File: src/rtl/mem_axi_arb_pkg.sv
// mem_axi_arb_pkg
// Shared definitions for the AXI memory port arbiter:
//   - arb_state_e      : arbiter FSM state encoding
//   - AXI_* constants  : response / burst / length encodings
//   - axi_size()       : AXI AxSIZE value for a given data bus width
// The AXI len/size/burst fields are constant for this single-beat master
// and are driven from these definitions by the wrapper around the arbiter.
package mem_axi_arb_pkg;

    typedef enum logic [2:0] {
        ST_IDLE    = 3'd0,
        ST_WR_REQ  = 3'd1,
        ST_WR_RESP = 3'd2,
        ST_RD_REQ  = 3'd3,
        ST_RD_RESP = 3'd4,
        ST_RESP    = 3'd5
    } arb_state_e;

    localparam logic [1:0] AXI_RESP_OKAY  = 2'b00;
    localparam logic [1:0] AXI_BURST_INCR = 2'b01;
    localparam logic [7:0] AXI_LEN_SINGLE = 8'd0;

    // AxSIZE = log2(bytes per beat)
    function automatic logic [2:0] axi_size(input int unsigned data_width);
        return 3'($clog2(data_width / 8));
    endfunction

endpackage

File: src/rtl/mem_axi_rr_pick.sv
// mem_axi_rr_pick
// Combinational round-robin picker. Searches the request vector starting
// at ptr+1 (wrapping) and reports the first asserted request.
// Ports:
//   req    in  NumPorts  request vector
//   ptr    in  PtrW      index of the last winner
//   valid  out 1         at least one request present
//   idx    out PtrW      winner index
//   onehot out NumPorts  winner as one-hot (all zero when !valid)
module mem_axi_rr_pick
    import mem_axi_arb_pkg::*;
#(
    parameter int NumPorts = 4,
    parameter int PtrW     = $clog2(NumPorts)
) (
    input  logic [NumPorts-1:0] req,
    input  logic [PtrW-1:0]     ptr,
    output logic                valid,
    output logic [PtrW-1:0]     idx,
    output logic [NumPorts-1:0] onehot
);

    int              cand;
    logic [PtrW-1:0] cand_idx;

    always_comb begin
        valid    = 1'b0;
        idx      = '0;
        onehot   = '0;
        cand     = 0;
        cand_idx = '0;
        // i runs 1..NumPorts so the previous winner is considered last
        for (int i = 1; i <= NumPorts; i++) begin
            cand = int'(ptr) + i;
            if (cand >= NumPorts) begin
                cand = cand - NumPorts;
            end
            cand_idx = PtrW'(cand);
            if (!valid && req[cand_idx]) begin
                valid = 1'b1;
                idx   = cand_idx;
            end
        end
        onehot[idx] = valid;
    end

endmodule

File: src/rtl/mem_axi_port_arbiter.sv
// mem_axi_port_arbiter
// Shares one AXI4 master port between NumPorts single-beat req/gnt/rvalid
// requesters. Round-robin arbitration, one outstanding transaction at a time.
// Each grant becomes one single-beat AXI write (AW+W then B) or read (AR then R),
// followed by a one-cycle rvalid pulse to the granted port.
// Ports:
//   clk_i, rst_i                 clock, synchronous active-high reset
//   port_req/we/addr/be/wdata_i  per-port request bundle (flattened)
//   port_gnt_o                   one-hot grant, combinational, IDLE only
//   port_rvalid_o/rdata_o/err_o  response pulse, shared read data, error
//   aw_*, w_*, b_*, ar_*, r_*    AXI4 master channels (single beat)
//   stat_txn_o, stat_stall_o     only with MEM_AXI_ARB_STATS_EN defined
//   dbg_state_o                  current FSM state (arb_state_e encoding)
// Handshake: every AXI valid is held until its ready is seen; a channel
// transfer happens on a cycle where valid and ready are both high. B and R
// are only accepted (ready=1) in WR_RESP / RD_RESP respectively.
// Optional feature macro: MEM_AXI_ARB_STATS_EN.
module mem_axi_port_arbiter
    import mem_axi_arb_pkg::*;
#(
    parameter int NumPorts  = 4,
    parameter int AddrWidth = 64,
    parameter int DataWidth = 64,
    parameter int IdWidth   = 8
) (
    input  logic                            clk_i,
    input  logic                            rst_i,
    input  logic [NumPorts-1:0]             port_req_i,
    output logic [NumPorts-1:0]             port_gnt_o,
    input  logic [NumPorts-1:0]             port_we_i,
    input  logic [NumPorts*AddrWidth-1:0]   port_addr_i,
    input  logic [NumPorts*DataWidth/8-1:0] port_be_i,
    input  logic [NumPorts*DataWidth-1:0]   port_wdata_i,
    output logic [NumPorts-1:0]             port_rvalid_o,
    output logic [DataWidth-1:0]            port_rdata_o,
    output logic                            port_err_o,
    output logic                            aw_valid_o,
    input  logic                            aw_ready_i,
    output logic [AddrWidth-1:0]            aw_addr_o,
    output logic [IdWidth-1:0]              aw_id_o,
    output logic                            w_valid_o,
    input  logic                            w_ready_i,
    output logic [DataWidth-1:0]            w_data_o,
    output logic [DataWidth/8-1:0]          w_strb_o,
    output logic                            w_last_o,
    input  logic                            b_valid_i,
    output logic                            b_ready_o,
    input  logic [1:0]                      b_resp_i,
    output logic                            ar_valid_o,
    input  logic                            ar_ready_i,
    output logic [AddrWidth-1:0]            ar_addr_o,
    output logic [IdWidth-1:0]              ar_id_o,
    input  logic                            r_valid_i,
    output logic                            r_ready_o,
    input  logic [DataWidth-1:0]            r_data_i,
    input  logic [1:0]                      r_resp_i,
    input  logic                            r_last_i,
`ifdef MEM_AXI_ARB_STATS_EN
    output logic [31:0]                     stat_txn_o,
    output logic [31:0]                     stat_stall_o,
`endif
    output logic [2:0]                      dbg_state_o
);

    localparam int PtrW  = $clog2(NumPorts);
    localparam int StrbW = DataWidth / 8;

    arb_state_e           state_q, state_d;
    logic [PtrW-1:0]      ptr_q, idx_q;
    logic [AddrWidth-1:0] addr_q;
    logic [StrbW-1:0]     be_q;
    logic [DataWidth-1:0] wdata_q, rdata_q;
    logic                 err_q;
    logic                 aw_done_q, w_done_q;

    logic                 pick_valid;
    logic [PtrW-1:0]      pick_idx;
    logic [NumPorts-1:0]  pick_onehot;
    logic                 grant_fire;
    logic                 aw_valid, w_valid, b_ready, ar_valid, r_ready;
    logic [NumPorts-1:0]  rvalid;

    // Single-beat only: R last carries no information here.
    logic unused_r_last;
    assign unused_r_last = r_last_i;

    mem_axi_rr_pick #(.NumPorts(NumPorts), .PtrW(PtrW)) u_pick (
        .req    (port_req_i),
        .ptr    (ptr_q),
        .valid  (pick_valid),
        .idx    (pick_idx),
        .onehot (pick_onehot)
    );

    assign grant_fire = (state_q == ST_IDLE) && pick_valid;

    always_ff @(posedge clk_i) begin
        if (rst_i) begin
            state_q   <= ST_IDLE;
            ptr_q     <= PtrW'(NumPorts - 1);
            idx_q     <= '0;
            addr_q    <= '0;
            be_q      <= '0;
            wdata_q   <= '0;
            rdata_q   <= '0;
            err_q     <= 1'b0;
            aw_done_q <= 1'b0;
            w_done_q  <= 1'b0;
        end else begin
            state_q <= state_d;
            if (grant_fire) begin
                ptr_q     <= pick_idx;
                idx_q     <= pick_idx;
                addr_q    <= port_addr_i[int'(pick_idx)*AddrWidth +: AddrWidth];
                be_q      <= port_be_i[int'(pick_idx)*StrbW +: StrbW];
                wdata_q   <= port_wdata_i[int'(pick_idx)*DataWidth +: DataWidth];
                rdata_q   <= '0;
                err_q     <= 1'b0;
                aw_done_q <= 1'b0;
                w_done_q  <= 1'b0;
            end
            // AW and W complete independently; remember each until both are done.
            if (aw_valid && aw_ready_i) begin
                aw_done_q <= 1'b1;
            end
            if (w_valid && w_ready_i) begin
                w_done_q <= 1'b1;
            end
            if (b_ready && b_valid_i) begin
                err_q <= (b_resp_i != AXI_RESP_OKAY);
            end
            if (r_ready && r_valid_i) begin
                rdata_q <= r_data_i;
                err_q   <= (r_resp_i != AXI_RESP_OKAY);
            end
        end
    end

    always_comb begin
        state_d  = state_q;
        aw_valid = 1'b0;
        w_valid  = 1'b0;
        b_ready  = 1'b0;
        ar_valid = 1'b0;
        r_ready  = 1'b0;
        rvalid   = '0;
        case (state_q)
            ST_IDLE: begin
                if (pick_valid) begin
                    state_d = port_we_i[pick_idx] ? ST_WR_REQ : ST_RD_REQ;
                end
            end
            ST_WR_REQ: begin
                aw_valid = !aw_done_q;
                w_valid  = !w_done_q;
                if ((aw_done_q || aw_ready_i) && (w_done_q || w_ready_i)) begin
                    state_d = ST_WR_RESP;
                end
            end
            ST_WR_RESP: begin
                b_ready = 1'b1;
                if (b_valid_i) begin
                    state_d = ST_RESP;
                end
            end
            ST_RD_REQ: begin
                ar_valid = 1'b1;
                if (ar_ready_i) begin
                    state_d = ST_RD_RESP;
                end
            end
            ST_RD_RESP: begin
                r_ready = 1'b1;
                if (r_valid_i) begin
                    state_d = ST_RESP;
                end
            end
            ST_RESP: begin
                rvalid[idx_q] = 1'b1;
                state_d       = ST_IDLE;
            end
            default: state_d = ST_IDLE;
        endcase
    end

    // A grant issued while reset is asserted would be lost, so suppress it.
    assign port_gnt_o    = (grant_fire && !rst_i) ? pick_onehot : '0;
    assign port_rvalid_o = rvalid;
    assign port_rdata_o  = rdata_q;
    assign port_err_o    = err_q && (state_q == ST_RESP);

    assign aw_valid_o = aw_valid;
    assign aw_addr_o  = addr_q;
    assign aw_id_o    = IdWidth'(idx_q);
    assign w_valid_o  = w_valid;
    assign w_data_o   = wdata_q;
    assign w_strb_o   = be_q;
    assign w_last_o   = 1'b1;
    assign b_ready_o  = b_ready;
    assign ar_valid_o = ar_valid;
    assign ar_addr_o  = addr_q;
    assign ar_id_o    = IdWidth'(idx_q);
    assign r_ready_o  = r_ready;

    assign dbg_state_o = state_q;

`ifdef MEM_AXI_ARB_STATS_EN
    logic        stall;
    logic [31:0] txn_q, stall_q;

    // Stall: a request channel waiting on ready, or a response not yet returned.
    assign stall = ((state_q == ST_WR_REQ) &&
                    ((aw_valid && !aw_ready_i) || (w_valid && !w_ready_i))) ||
                   ((state_q == ST_RD_REQ)  && !ar_ready_i) ||
                   ((state_q == ST_WR_RESP) && !b_valid_i) ||
                   ((state_q == ST_RD_RESP) && !r_valid_i);

    always_ff @(posedge clk_i) begin
        if (rst_i) begin
            txn_q   <= '0;
            stall_q <= '0;
        end else begin
            if (state_q == ST_RESP) begin
                txn_q <= txn_q + 32'd1;
            end
            if (stall) begin
                stall_q <= stall_q + 32'd1;
            end
        end
    end

    assign stat_txn_o   = txn_q;
    assign stat_stall_o = stall_q;
`endif

endmodule

File: config.mk
export PLATFORM = sky130hd
export DESIGN_NAME = mem_axi_port_arbiter
export DESIGN_NICKNAME = d
export VERILOG_FILES = /design/src/rtl/mem_axi_arb_pkg.sv /design/src/rtl/mem_axi_rr_pick.sv /design/src/rtl/mem_axi_port_arbiter.sv
export SDC_FILE = /design/constraint.sdc
export NUM_CORES = 1
export LEC_CHECK = 0
export CAP_MARGIN = 40
export CORE_AREA = 2 2 365 367
export DETAILED_ROUTE_END_ITERATION = 6
export DIE_AREA = 0 0 367 369
export PLACE_DENSITY_LB_ADDON = 0.15
export RECOVER_POWER = 50
export SETUP_SLACK_MARGIN = 0.2
export SLEW_MARGIN = 10
export SYNTH_ARGS = -nofsm -noshare
export SYNTH_HDL_FRONTEND = slang
export SYNTH_SLANG_ARGS = --single-unit
File: constraint.sdc
create_clock -name clk_i -period 3.05 [get_ports clk_i]
set_clock_uncertainty 0.2 [all_clocks]
set_input_delay 0.7625 -clock clk_i [delete_from_list [all_inputs] [get_ports clk_i]]
set_output_delay 0.7625 -clock clk_i [all_outputs]
set_load 0.02 [all_outputs]
Yosys cells after proc, flatten, opt, wreduce, memory -nomap -nowiden
Cells that the tools add are included.
Widths: inputs -> output; s select.
{"block": "totals", "n_memories": 0, "reg_bits": 210, "output_inout_bits": 298, "wordCells": 120, "input_bits": 628, "mem_bits_ro": 0, "latchBits": 0, "ram_bits": 0}
{"block": "op_classes", "div_mod_pow": 0, "add_sub_neg": 8, "muxes": 47, "shift": 3, "n_bitwise": 1, "magnitude_cmp": 12, "n_reduce_logical": 29, "eq_ne": 10, "multipliers": 0}
{"cell": "$shiftx 256x9->64", "n": 2}
{"cell": "$mux 64", "n": 2}
{"cell": "$shiftx 32x6->8", "n": 1}
{"cell": "$mux 1", "n": 21}
{"cell": "$lt 2x3->1 const B", "n": 6}
{"cell": "$mux 2", "n": 9}
{"cell": "$mux 3", "n": 5}
{"cell": "$pmux 3 s5", "n": 1}
{"cell": "$logic_and 1x1->1", "n": 13}
{"cell": "$bmux 1 s2", "n": 5}
{"cell": "$ne 2x2->1 const B", "n": 5}
{"cell": "$reduce_bool 2->1", "n": 5}
{"cell": "$ge 3x3->1 const B", "n": 3}
{"cell": "$mux 4", "n": 2}
{"cell": "$sub 2x1->2 const B", "n": 4}
{"cell": "$add 2x2->3 const B", "n": 2}
{"cell": "$eq 3x2->1 const B", "n": 2}
{"cell": "$eq 3x3->1 const B", "n": 2}
{"cell": "$logic_not 1->1", "n": 6}
{"cell": "$reduce_and 5->1", "n": 1}
{"cell": "$add 2x3->4 const B", "n": 1}
{"cell": "$and 4x4->4", "n": 1}
{"cell": "$demux 1 s2", "n": 2}
{"cell": "$ge 2x1->1 const B", "n": 2}
{"cell": "other kinds (6)", "n": 7}

Longest topological paths before layout
{"block": "depth", "ltp_word": 21, "mapped_depth": 9, "ltp_nobuf": 5}

Hierarchy
From an unflattened synthesis, not the netlist that was laid out.
{"block": "hier_totals", "cells_unflattened": 1233, "hier_area_um2": 11736.3}
{"module": "mem_axi_port_arbiter", "cells_per_inst": 1199, "instances": 1, "area_per_inst_um2": 11513.5, "seq_area_each_um2": 4204.0}
{"module": "mem_axi_rr_pick", "cells_per_inst": 34, "instances": 1, "area_per_inst_um2": 222.7, "seq_area_each_um2": 0.0}

Worst setup path after synthesis
No wires, ideal clock.
{"block": "synth_timing", "kind": "in2out", "from": "in port_req_i[0]", "to": "out port_gnt_o[2]", "stages": 7, "setup_slack_ns": -0.481, "t_required_ns": 2.088, "arrival_ns": 2.568, "path_buffers": 4, "cell_sequence": "buf_2 > nor2_1 > o221a_2 > buf_2 > clkbuf_1 > clkbuf_1 > nor3b_1"}
{"block": "synth_via", "elab_chain_len": 18}
{"item": "from (decl)", "line": "mem_axi_port_arbiter.sv:28", "text": "input logic [NumPorts-1:0] port_req_i,"}
{"item": "$bmux 1 s2", "line": "mem_axi_rr_pick.sv:39", "text": "if (!valid && req[cand_idx]) begin"}
{"item": "$mux 1 (not written as such)", "line": "mem_axi_rr_pick.sv:39"}
{"item": "$mux 1", "line": "mem_axi_rr_pick.sv:39"}
{"item": "$logic_not 1->1", "line": "mem_axi_rr_pick.sv:39"}
{"item": "$logic_and 1x1->1", "line": "mem_axi_rr_pick.sv:39"}
{"item": "$mux 1", "line": "mem_axi_rr_pick.sv:39"}
{"item": "$logic_not 1->1", "line": "mem_axi_rr_pick.sv:39"}
{"item": "$logic_and 1x1->1", "line": "mem_axi_rr_pick.sv:39"}
{"item": "[2 not listed]"}
{"item": "$logic_and 1x1->1", "line": "mem_axi_rr_pick.sv:39"}
{"item": "$mux 2", "line": "mem_axi_rr_pick.sv:39"}
{"item": "$lt 2x3->1 (not written as such) or $ge 2x1->1 (tied branches)", "line": "mem_axi_rr_pick.sv:44", "text": "onehot[idx] = valid;"}
{"item": "$logic_and 1x1->1 (not written as such)", "line": "mem_axi_rr_pick.sv:44"}
{"item": "$mux 1 (not written as such)", "line": "mem_axi_rr_pick.sv:44"}
{"item": "$demux 1 s2"}
{"item": "$and 4x4->4 (no line)"}
{"item": "$mux 4 *", "line": "mem_axi_port_arbiter.sv:187", "text": "assign port_gnt_o = (grant_fire && !rst_i) ? pick_onehot : '0;"}
{"item": "to (decl)", "line": "mem_axi_port_arbiter.sv:29", "text": "output logic [NumPorts-1:0] port_gnt_o,"}
Mark *: on every way between the ends. The rest lies on a longest branch, timed or not. The select of a mux whose other input is x is not followed.

Worst setup path after layout
{"block": "layout_timing", "from": "in port_req_i[3]", "to": "out port_gnt_o[2]"}
Same word-level chain as after synthesis.

==> flow_summary.yaml <==
pwr:
  pwr_density_cell_nw_per_um2: 852
  irDropWorstVdd_uv: 438
  total_power_mw: 20.9
  p_leak_nw: 8.78
sta:
  finalSetupViolCount: 0
  clock.fmax_ghz: 0.351
  tns_ns: 0
  finalHoldViolCount: 0
  tightestPinTransition_ns: 0.785
  max_slew_margin: 0.477
  rsz0062_at_grt: "yes"
  period_needed_ns: 2.85
  whs_ns: 0.292
  drv_slew: 0
  fin_crit_sh: 0.933
job:
  maxCapViolations: 0
layout:
  fin_nets: 2835
  fill_cells: 14700
  multi_input_area_um2: 6480
  synthToLayoutAreaGrowth_pct: 110
  drive_gt1_frac: 0.179
  final_area_um2: 24600
  regArea_um2: 4210
  fin_util: 0.188
run_status:
  status: "finished, violations left"
  violations: "DRC"
critical_path:
  crit_required_ns: 2.09
  cp.arrival_ns: 1.88
  cp-startpoint: "port_req_i[3]"
  cp-start-kind: "primary input"
  crit_fanout: 4
  end_kind: "output pin"
  r2r_slack_ns: 0.25
  r2r_start: "dbg_state_o[2]"
  critPathKind: "in2out"
min_path:
  hold_start: "port_rdata_o[4]"
  holdCritPathClass: "reg2reg"
floorplanning:
  die_width_um: 367
  dieArea_um2: 135000
  start_util: 0.0894
  core_area_um2: 131000
  row_count: 133
  io_pins: 926
  die_y_um: 369
placement:
  placed_cell_area_um2: 23400
  dp_hpwl_um: 66800
  place_congestion: 0.833
  place.port_buffers: 911
detailed_routing:
  via_per_inst: 3.59
  ant_nets: 0
  dr.pass1.iters: 7
  routed_wl_um: 83600
  drc_errors: 32
  drt_iter0_drc: 922
  wl_per_cell_um: 20.9
  vias: 14300
global_route:
  grt_util_all_layers: 0.117
  grt_antenna_before_repair: 17
  grt_overflow: 0
  grt_max_degree: 92
  grt_pass1_wl_um: 115000
  grt_pass1_vias: 15000
cts:
  clock-sinks: 210
  clk_latency_ns: 0.58
  h-tree-depth: 2
  cts_tree: "done"
  cts_root_buf: "clkbuf_16"
  hold_buffers: 0
  cts_buffers: 35
  clk_pin_slew_ns: 0.05
  clock_path_buffers: 3
synthesis:
  synth_edf_count: 0
  synth_ff_type: "dfxtp_1"
  syn-mean-instance-area_um2: 8.79
  yosysTopAreaCell: "dfxtp_1"
  ys_warn_count: 0
  synth_top_area_frac: 0.359
  synth_cell_types: 42
  synth_seq_area_share: 0.359
  netlist_area_um2: 11700
  synth-seq-cells: 210
  syn_inst: 1333
  async_flop_share: 0
  synthTopCellsByArea: "dfxtp_1 36%, mux2_2 13%, nor2_1 6.9%"
-- cells by family (layout without fill, tap and decap cells) --
group / count (synthesis) / after routing / share of synthesized area
flip-flops: 210 / 210 / 0.359
other: 2 / 19 / 0.000641
AND/OR/NAND/NOR: 392 / 392 / 0.132
multiplexers: 138 / 138 / 0.133
AO/OA/AOI/OAI: 369 / 369 / 0.274
buffers and inverters: 222 / 1111 / 0.102
-- repair_timing --
action                                  CTS  global route
gates resized for setup                  52            25
pin swaps                                 4             8
endpoints found under the setup margin   26            12
buffers inserted                          2             9
-- sequential cells by signal (all words and copies together) (netlist names) --
register,cells
port_rdata_o,64
aw_done_q,1
dbg_state_o,3
w_data_o,64
w_done_q,1
ptr_q,2
ar_addr_o,64
err_q,1
w_strb_o,8
idx_q,2
-- worst max-delay path, stage by stage --
cell     delay, ns
buf_6         0.11
buf_6         0.12
buf_6         0.12
a21oi_4       0.14
o221a_4       0.21
nor3b_4       0.25
buf_6         0.17
-- power by group --
| part | total (mW) | internal [mW] | switching (mW) |
|---|---|---|---|
| clock network | 4.16 | 2.50 | 1.66 |
| registers | 4.22 | 3.54 | 0.677 |
| logic | 12.6 | 5.70 | 6.86 |
| total | 20.9 | 11.7 | 9.19 |
-- cell type report --
class                           count  share of cell area
Antenna cell                        6            0.000611
Inverter                            3            0.000458
Clock buffer                       52              0.0415
Timing Repair Buffer             1045               0.427
Multi-Input combinational cell    912               0.264
Sequential cell                   210               0.171
Clock inverter                     11             0.00616
Tap cell                         1755              0.0893
-- cells in the final DEF (no fill, tap or decap), types with 2 or more instances in the layout --
master and n:
a22oi_1 67, inv_1 3, clkbuf_1 16, clkbuf_2 7
buf_2 3, dfxtp_2 3, clkinv_2 4, nand2b_1 3
dfxtp_1 206, clkdlybuf4s50_1 768, nor3_1 3, clkbuf_8 9
clkdlybuf4s15_2 3, nand2_4 2, a21oi_1 8, conb_1 13
nor4_1 2, nor2_4 3, dlygate4sd3_1 120, o21ai_0 5
and3_1 2, bufinv_16 2, nor3b_1 3, mux2_2 137
buf_4 90, nor3_2 2, a211oi_1 106, nand2_1 145
a211oi_2 32, nor2_1 213, diode_2 6, clkbuf_16 35
buf_12 34, a222oi_1 67, a221oi_1 69, nor2b_1 2
buf_6 10
-- routing by layer --
metal / share of wire / vias to the layer above / global-route usage
met4: 0.026 / 14 / 0.0369
met3: 0.087 / 97 / 0.0408
met5: 0.0011 / - / 0
met2: 0.48 / 696 / 0.198
li1: - / 6688 / -
met1: 0.41 / 6837 / 0.138
-- Yosys cell counts (2+ instances only) --
cell type	instances
a221oi_1	69
dfxtp_1	210
buf_1	4
nand2b_1	5
o22ai_1	2
nand2_1	147
inv_1	3
nor3_1	6
a22oi_1	67
a222oi_1	67
buf_4	92
nor3b_1	4
a211oi_1	100
nor2_1	216
nor2b_1	3
and2_1	2
mux2_2	137
buf_2	15
nor4_1	3
a211oi_2	38
conb_1	2
clkbuf_1	108
a21oi_1	9
o21ai_0	5
and3_1	2
-- through the flow --
stage,std cells,setup slack [ns]
floorplan,1344,0.153
detailed placement,3914,-0.490
global route,3992,0.0626
finish,3994,0.203
CTS,3979,0.0449
global placement,3914,-0.460
-- path summary, 6_finish.rpt --
check,to,cells past startpoint
worst max-delay path,port_gnt_o[2],7
worst min-delay path,port_rdata_o[4],2
worst max register to register,w_strb_o[1],7
worst min register to register,port_rdata_o[4],2
Note: power is estimated with default switching activity, not from simulation.
